**src/rtl/vga_pkg.sv**
```systemverilog
// VGA 640x480@60 timing constants and the RGB pixel type shared by the scanner.
package vga_pkg;

  localparam int unsigned H_ACTIVE = 640;
  localparam int unsigned H_FP     = 16;
  localparam int unsigned H_SYNC   = 96;
  localparam int unsigned H_BP     = 48;
  localparam int unsigned H_TOTAL  = H_ACTIVE + H_FP + H_SYNC + H_BP;

  localparam int unsigned V_ACTIVE = 480;
  localparam int unsigned V_FP     = 10;
  localparam int unsigned V_SYNC   = 2;
  localparam int unsigned V_BP     = 33;
  localparam int unsigned V_TOTAL  = V_ACTIVE + V_FP + V_SYNC + V_BP;

  typedef struct packed {
    logic [7:0] r;
    logic [7:0] g;
    logic [7:0] b;
  } rgb_t;

endpackage

```
**src/rtl/vga_timing_gen.sv**
```systemverilog
// Pixel tick divider, horizontal/vertical counters and raw (unregistered) sync/active flags.
module vga_timing_gen
  import vga_pkg::*;
#(
  parameter int unsigned CLK_DIV = 2
) (
  input  logic       clk,
  input  logic       rst,
  output logic       pix_tick,
  output logic [9:0] h_cnt,
  output logic [9:0] v_cnt,
  output logic       hs_act,
  output logic       vs_act,
  output logic       active,
  output logic       frame_end
);

  localparam int unsigned DIV_W = (CLK_DIV > 1) ? $clog2(CLK_DIV) : 1;
  localparam logic [DIV_W-1:0] DIV_LAST = DIV_W'(CLK_DIV - 1);

  localparam logic [9:0] H_LAST   = 10'(H_TOTAL - 1);
  localparam logic [9:0] V_LAST   = 10'(V_TOTAL - 1);
  localparam logic [9:0] H_VIS    = 10'(H_ACTIVE);
  localparam logic [9:0] V_VIS    = 10'(V_ACTIVE);
  localparam logic [9:0] HS_START = 10'(H_ACTIVE + H_FP);
  localparam logic [9:0] HS_END   = 10'(H_ACTIVE + H_FP + H_SYNC);
  localparam logic [9:0] VS_START = 10'(V_ACTIVE + V_FP);
  localparam logic [9:0] VS_END   = 10'(V_ACTIVE + V_FP + V_SYNC);

  logic             run;
  logic [DIV_W-1:0] div;

  // Divider: held at 0 for the first clk after reset so the first tick lands on the following clk.
  always_ff @(posedge clk) begin
    if (rst) begin
      run <= 1'b0;
      div <= '0;
    end else begin
      run <= 1'b1;
      if (run) div <= (div == DIV_LAST) ? '0 : div + DIV_W'(1);
    end
  end

  assign pix_tick = run && (div == '0);

  // Raster counters advance once per pixel tick; the vertical counter steps on line wrap.
  always_ff @(posedge clk) begin
    if (rst) begin
      h_cnt <= '0;
      v_cnt <= '0;
    end else if (pix_tick) begin
      if (h_cnt == H_LAST) begin
        h_cnt <= '0;
        v_cnt <= (v_cnt == V_LAST) ? '0 : v_cnt + 10'd1;
      end else begin
        h_cnt <= h_cnt + 10'd1;
      end
    end
  end

  // Raw flags for the pixel the counters currently show.
  always_comb begin
    hs_act    = (h_cnt >= HS_START) && (h_cnt < HS_END);
    vs_act    = (v_cnt >= VS_START) && (v_cnt < VS_END);
    active    = (h_cnt < H_VIS) && (v_cnt < V_VIS);
    frame_end = (h_cnt == H_LAST) && (v_cnt == V_LAST);
  end

endmodule

```
**src/rtl/vga_image_scanner.sv**
```systemverilog
// Scans a centred image window out of a registered-read ROM and drives VGA sync/blank/RGB,
// with sync and blank delayed to line up with the ROM read latency.
module vga_image_scanner
  import vga_pkg::*;
#(
  parameter int unsigned CLK_DIV = 2,
  parameter int unsigned IMG_W   = 400,
  parameter int unsigned IMG_H   = 400,
  parameter int unsigned X0      = 120,
  parameter int unsigned Y0      = 40
) (
  input  logic        clk,
  input  logic        rst,
  output logic [31:0] rom_addr,
  input  logic [23:0] rom_data,
  output logic        pix_tick,
  output logic        hsync,
  output logic        vsync,
  output logic        blank_n,
  output logic [7:0]  r,
  output logic [7:0]  g,
  output logic [7:0]  b
);

  localparam int unsigned N_PIX  = IMG_W * IMG_H;
  localparam int unsigned ADDR_W = (N_PIX > 1) ? $clog2(N_PIX) : 1;
  localparam logic [ADDR_W-1:0] ADDR_LAST = ADDR_W'(N_PIX - 1);

  localparam logic [9:0] WX0 = 10'(X0);
  localparam logic [9:0] WX1 = 10'(X0 + IMG_W);
  localparam logic [9:0] WY0 = 10'(Y0);
  localparam logic [9:0] WY1 = 10'(Y0 + IMG_H);

  logic [9:0]        h_cnt, v_cnt;
  logic              hs_act, vs_act, active, frame_end;
  logic              in_win;
  logic [ADDR_W-1:0] addr;
  logic              win_d1, hs_d1, vs_d1, act_d1;
  logic              tick_d;
  rgb_t              rom_q;
  rgb_t              rom_pix;

  vga_timing_gen #(
    .CLK_DIV (CLK_DIV)
  ) u_timing (
    .clk       (clk),
    .rst       (rst),
    .pix_tick  (pix_tick),
    .h_cnt     (h_cnt),
    .v_cnt     (v_cnt),
    .hs_act    (hs_act),
    .vs_act    (vs_act),
    .active    (active),
    .frame_end (frame_end)
  );

  // Window membership of the pixel the counters currently show.
  always_comb begin
    in_win = (h_cnt >= WX0) && (h_cnt < WX1) && (v_cnt >= WY0) && (v_cnt < WY1);
  end

  // Linear ROM address: steps through the window in raster order, held on the last pixel
  // until the frame wrap clears it.
  always_ff @(posedge clk) begin
    if (rst) begin
      addr <= '0;
    end else begin
      assert (addr <= ADDR_LAST);
      if (pix_tick) begin
        if (frame_end) addr <= '0;
        else if (in_win && (addr != ADDR_LAST)) addr <= addr + ADDR_W'(1);
      end
    end
  end

  assign rom_addr = 32'(addr);

  // Stage 1: capture window/sync/active flags of the pixel whose address is being read.
  always_ff @(posedge clk) begin
    if (rst) begin
      win_d1 <= 1'b0;
      hs_d1  <= 1'b0;
      vs_d1  <= 1'b0;
      act_d1 <= 1'b0;
    end else if (pix_tick) begin
      win_d1 <= in_win;
      hs_d1  <= hs_act;
      vs_d1  <= vs_act;
      act_d1 <= active;
    end
  end

  // ROM word hold: with CLK_DIV>1 the address moves on before stage 2 samples, and the ROM
  // would re-read the next pixel on an intermediate clk, so the word is latched one clk after
  // the tick and forwarded directly when stage 2 is that very clk (CLK_DIV=1).
  always_ff @(posedge clk) begin
    if (rst) begin
      tick_d <= 1'b0;
      rom_q  <= '0;
    end else begin
      tick_d <= pix_tick;
      if (tick_d) rom_q <= rgb_t'(rom_data);
    end
  end

  assign rom_pix = tick_d ? rgb_t'(rom_data) : rom_q;

  // Stage 2: registered VGA outputs; black outside the window and whenever blanked.
  always_ff @(posedge clk) begin
    if (rst) begin
      hsync   <= 1'b1;
      vsync   <= 1'b1;
      blank_n <= 1'b0;
      r       <= '0;
      g       <= '0;
      b       <= '0;
    end else if (pix_tick) begin
      hsync   <= ~hs_d1;
      vsync   <= ~vs_d1;
      blank_n <= act_d1;
      if (win_d1 && act_d1) begin
        r <= rom_pix.r;
        g <= rom_pix.g;
        b <= rom_pix.b;
      end else begin
        r <= '0;
        g <= '0;
        b <= '0;
      end
    end
  end

endmodule
```
**config.mk**
```make
export PLATFORM = sky130hd
export DESIGN_NAME = vga_image_scanner
export DESIGN_NICKNAME = d
export VERILOG_FILES = /design/src/rtl/vga_pkg.sv /design/src/rtl/vga_timing_gen.sv /design/src/rtl/vga_image_scanner.sv
export SDC_FILE = /design/constraint.sdc
export NUM_CORES = 1
export LEC_CHECK = 0
export ABC_AREA = 1
export CAP_MARGIN = 5
export CORE_UTILIZATION = 52
export CTS_CLUSTER_SIZE = 8
export DETAILED_ROUTE_END_ITERATION = 7
export PLACE_DENSITY = 0.85
export SETUP_SLACK_MARGIN = 0.15
export SLEW_MARGIN = 20
export SYNTH_ARGS = -nofsm -noshare
export SYNTH_HDL_FRONTEND = slang
export SYNTH_SLANG_ARGS = --single-unit
```
**constraint.sdc**
```tcl
create_clock -name clk -period 2 [get_ports clk]
set_clock_uncertainty 0.15 [all_clocks]
set_input_delay 0.5 -clock clk [delete_from_list [all_inputs] [get_ports clk]]
set_output_delay 0.5 -clock clk [all_outputs]
set_load 0.03 [all_outputs]
```
**After elaboration in Yosys (flattened, before gate mapping)**

Cells that the tools add are included.
W data, S select, Z words.

- Register bits after elaboration: 96
- Input bits: 26
- Output and inout port bits: 60
- Word-level logic and storage cells: 62

- Equal/unequal tests: 3
- Add/sub/neg operators: 4
- Mux-type cells: 10
- Reduce and logical (&&, ||, !) cells: 13
- Order comparisons: 10
- Bitwise gates (word level): 3

Operator list:

| cell | number |
|---|---|
| $mux W18 | 2 |
| $lt A10 B10 Y1 const B | 3 |
| $lt A10 B9 Y1 const B | 3 |
| $mux W24 | 1 |
| $mux W8 | 3 |
| $add A10 B1 Y10 const B | 2 |
| $eq A10 B10 Y1 const B | 2 |
| $mux W10 | 2 |
| $add A18 B1 Y18 const B | 1 |
| $ne A18 B18 Y1 const B | 1 |
| $ge A10 B10 Y1 const B | 1 |
| $ge A10 B6 Y1 const B | 1 |
| $ge A10 B7 Y1 const B | 1 |
| $ge A10 B9 Y1 const B | 1 |
| $logic_and A1 B1 Y1 | 10 |
| $reduce_and A2 Y1 | 2 |
| $not A1 Y1 | 3 |
| $mux W1 | 2 |
| $reduce_bool A2 Y1 | 1 |
| $add A1 B1 Y1 const B | 1 |

**Logic depth before layout (Yosys ltp)**

- Depth after elaboration: 7
- Depth in mapped cells: 11

**Modules after synthesis**

Synthesis repeated with hierarchy kept, for this count alone.

- Cells, all modules: 659
- Area total of the unflattened synthesis: 4,717.0 um^2

Modules (own cells, without submodules):

| module | times used | area each (um^2) | cells an instance |
|---|---|---|---|
| vga_image_scanner | 1 | 3,316.9 | 450 |
| vga_timing_gen | 1 | 1,400.1 | 209 |

**Worst setup path after synthesis**

No wires, ideal clock.

- Path kind: flip-flop to flip-flop
- Start point: register addr[0]
- End point: register addr[10]
- Cell stages (with the launch flop): 10
- Path buffers: 2
- Library setup time: 0.070 ns
- Path slack: -0.017 ns
- Arrival: 1.796 ns
- Cell sequence: dfxtp_1 > ha_1 > nand2_2 > nor3_2 > nand3_2 > nand3_2 > buf_6 > buf_12 > nand3_1 > a21oi_1

- Longest elaborated chain between the ends: 4
- Elaborated cells on any way between the ends: 7
- Those cells by class: add/sub: 1; eq/ne: 1; mux: 2; reduce/logical: 3

RTL lines:

| element | RTL line | text |
|---|---|---|
| start: declaration | vga_image_scanner.sv:37 | `logic [ADDR_W-1:0] addr;` |
| start signal: assignment | vga_image_scanner.sv:71 | `else if (in_win && (addr != ADDR_LAST)) addr <= addr + ADDR_W'(1);` |
| parallel branches: the longest is 4 deep, another holds $add A18 B1 Y18 | n/a |  |

Several ways; the timed one is not identified. The select of a mux whose other input is x is not followed.
A chain may end at the register's enable or synchronous reset.

**Final worst setup path**

- Start point: register addr[0]
- End point: output port rom_addr[0]

RTL lines:

| element | RTL line | text |
|---|---|---|
| end: declaration | vga_image_scanner.sv:14 | `output logic [31:0] rom_addr,` |

No word-level cell between the ends.

==> qor.yml <==
cells_and_area:
  final_common_cell: "nand2_1"
  multi_input_area_mm2: 0.002302
  fin_nets: 728
  fillers: 661
  regArea_mm2: 0.001944
  layout-drive-gt1-share_pct: 14.55
  diodes: 0
  syn2layout_area_growth_pct: 25.90
  final_cell_mix: "nand2_1 (108), nor2_1 (95), dfxtp_1 (82), inv_1 (48), nand3_1 (45)"
critical_path:
  end_kind: "primary output"
  rr_worst_depth: 8
  r2r_setup_slack_ns: 0.19
  crit_path_start_kind: "register"
  crit_arrival_ns: 1.19
  cpPeakStageDelay_ns: 0.41
  crit_slowest_cell: "dfxtp_4"
  cp_max_fo: 6
  worst-path-buf-inv: 1
  path_depth: 1
  worstSetupPathType: "reg -> out"
  cp.required_ns: 1.35
  r2r_start: "u_timing.h_cnt[9]"
  path_delay_family: "flip-flops"
  worstPathCellList: "dlygate4sd2_1"
  reg2reg_to: "addr[13]"
logic_synthesis:
  syn_area_per_cell_um2: 7.359
  synthAdderAreaFrac_pct: 1.378
  syn_inst: 617
  synthMuxAreaShare_pct: 0
  yosysSeqAreaShare_pct: 42.33
  ys_seq_elements: 96
  synth_cell_type_count: 36
  syn_area_mm2: 0.004541
  synth_top_family_by_area: "simple AND/OR/NAND/NOR gates"
  synth_area_leaders: "dfxtp_1 (42%), nand2_1 (8.9%), nor2_1 (8.3%)"
  synth_xor_area_share_pct: 2.315
  synth_top_area_share_pct: 42.33
  synth_compound_area_share_pct: 13.31
  ys_warn_count: 0
  synth_top_area_cell: "dfxtp_1"
  synth-simple-area-share_pct: 30.72
global_route:
  grt_usage_pct: 26.03
  grt_pass1_wl_um: 18560
  grt_pass1_vias: 4002
  gr-total-overflow: 0
  antenna_found_initial: 0
  grt_max_degree: 37
clocking:
  numClockSinks: 96
  cts_buffers: 9
  h-tree-depth: 3
  postCtsHoldBufs: 0
  clk_path_buf_depth: 2
  root_buffer: "clkbuf_8"
  clk_pin_slew_worst_paths_ns: 0.09
  clkLatencyLatePin_ns: 0.37
  cts_tree: "done"
drt:
  drt-pass1-iter-count: 4
  avgRoutedWirePerCell_um: 14.56
  detailedRoute.firstIterationViolations: 333
  num_vias: 4485
  routed_wl_um: 11740
  drtAntennaViolNets: 0
  drc: 0
  vias_per_cell: 5.565
place:
  dp_hpwl_um: 7515
  numPortBuffers: 71
  place.gp.congestion: 0.9012
pwr:
  p_per_area_mw_per_mm2: 655.8
  power_w: 0.003749
  p_leak_nw: 2.475
  ir_worst_vdd_v: 0.0003727
hold_path:
  worstHoldPathType: "reg -> reg"
  hold_path.startpoint: "hs_d1"
  min_to: "hsync"
  worstHoldPathCells: 1
floorplan:
  die_height_um: 95.45
  fp.dieArea_mm2: 0.009110
  die_w_um: 95.45
  io_pins: 86
  rows: 33
  start_util_pct: 54.44
  coreArea_mm2: 0.008341
sta:
  fin_crit_sh_pct: 92.05
  setup_tns_ns: 0
  hold_violations: 0
  slew_viol_final: 0
  fin_crit_ns: 1.841
  clock.fmax_mhz: 543.2
  setup_viol: 0
  rsz0062_at_grt: "yes"
run_status:
  status: "finished, final reports clean"
run:
  maxCapViolCount: 0
## sequential cells by signal (all words and copies together), names as in the netlist
register / flops
act_d1: 1
addr: 18
b: 8
blank_n: 1
g: 8
hs_d1: 1
hsync: 1
r: 8
rom_q: 24
tick_d: 1
u_timing.div: 1
u_timing.h_cnt: 10
u_timing.run: 1
u_timing.v_cnt: 10
vs_d1: 1
vsync: 1
win_d1: 1
## per-stage QoR
step	cell area, um2	hold slack (ns)	instances	setup slack, ns	utilization, %
2_1_floorplan	4599	0.2712	630	0.1894	-
3_3_place_gp	5365	0.2813	784	0.1258	64.33
3_5_place_dp	5365	0.2875	784	0.04039	64.33
4_1_cts	5613	0.3075	802	0.05863	67.30
5_1_grt	5717	0.3259	806	0.07192	68.54
6_report	5717	0.3033	806	0.1591	68.54
## synthesized netlist by cell type (all sizes together)
library cell	instances
a211oi	2
a21oi	38
a31oi	1
a32o	20
and2	1
buf	25
clkbuf	18
conb	1
dfxtp	96
ha	5
inv	51
nand2	113
nand3	48
nand3b	3
nand4	18
nor2	107
nor3	18
nor3b	3
o21ai	34
o21bai	1
or2	2
xnor2	2
xor2	10
## layer usage
layer / vias up / GRT usage, % / wire length, um
met2: 196 / 42.92 / 5541
met4: 0 / 9.826 / 287
met3: 30 / 5.104 / 820
met5: - / 0 / 0
li1: 2182 / - / -
met1: 2077 / 33.58 / 5088
## timing repair
item                                    CTS  global route
gates resized for setup                  67            39
pin swaps                                 2             8
buffers inserted                          3             3
endpoints found under the setup margin   64            42
gates cloned                              0             1
## logic make-up (layout without fill, tap and decap cells)
family	Yosys count	in the layout
AND/OR/NAND/NOR	313	314
AO/OA/AOI/OAI	96	96
flip-flops	96	96
buffers and inverters	94	164
XOR/XNOR	12	12
adder cells (fa/ha/maj)	5	5
other	1	14
## worst max path at each step
stage | startpoint | end
after floorplan | addr[4] | addr[10]
after global placement | rst | b[3]
after detailed placement | addr[0] | addr[16]
after CTS | addr[2] | rom_addr[2]
after global routing | u_timing.h_cnt[9] | addr[14]
final | addr[0] | rom_addr[0]
## area by class of cell
cell class                      instances  share of cell area (%)
Multi-Input combinational cell        441                   40.27
Clock inverter                          5                   1.488
Inverter                               51                   3.349
Timing Repair Buffer                   98                   15.98
Tap cell                              105                   2.298
Clock buffer                           10                   2.605
Sequential cell                        96                   34.01
## power breakdown
group          leakage, nW  switching (W)  internal, W  total, W
clock network        0.115       0.000707     0.000782   0.00149
logic                 1.57       0.000180     0.000105  0.000285
registers            0.786      0.0000200      0.00195   0.00197
total                 2.48       0.000907      0.00284   0.00375
Note: power is estimated with default switching activity, not from simulation.
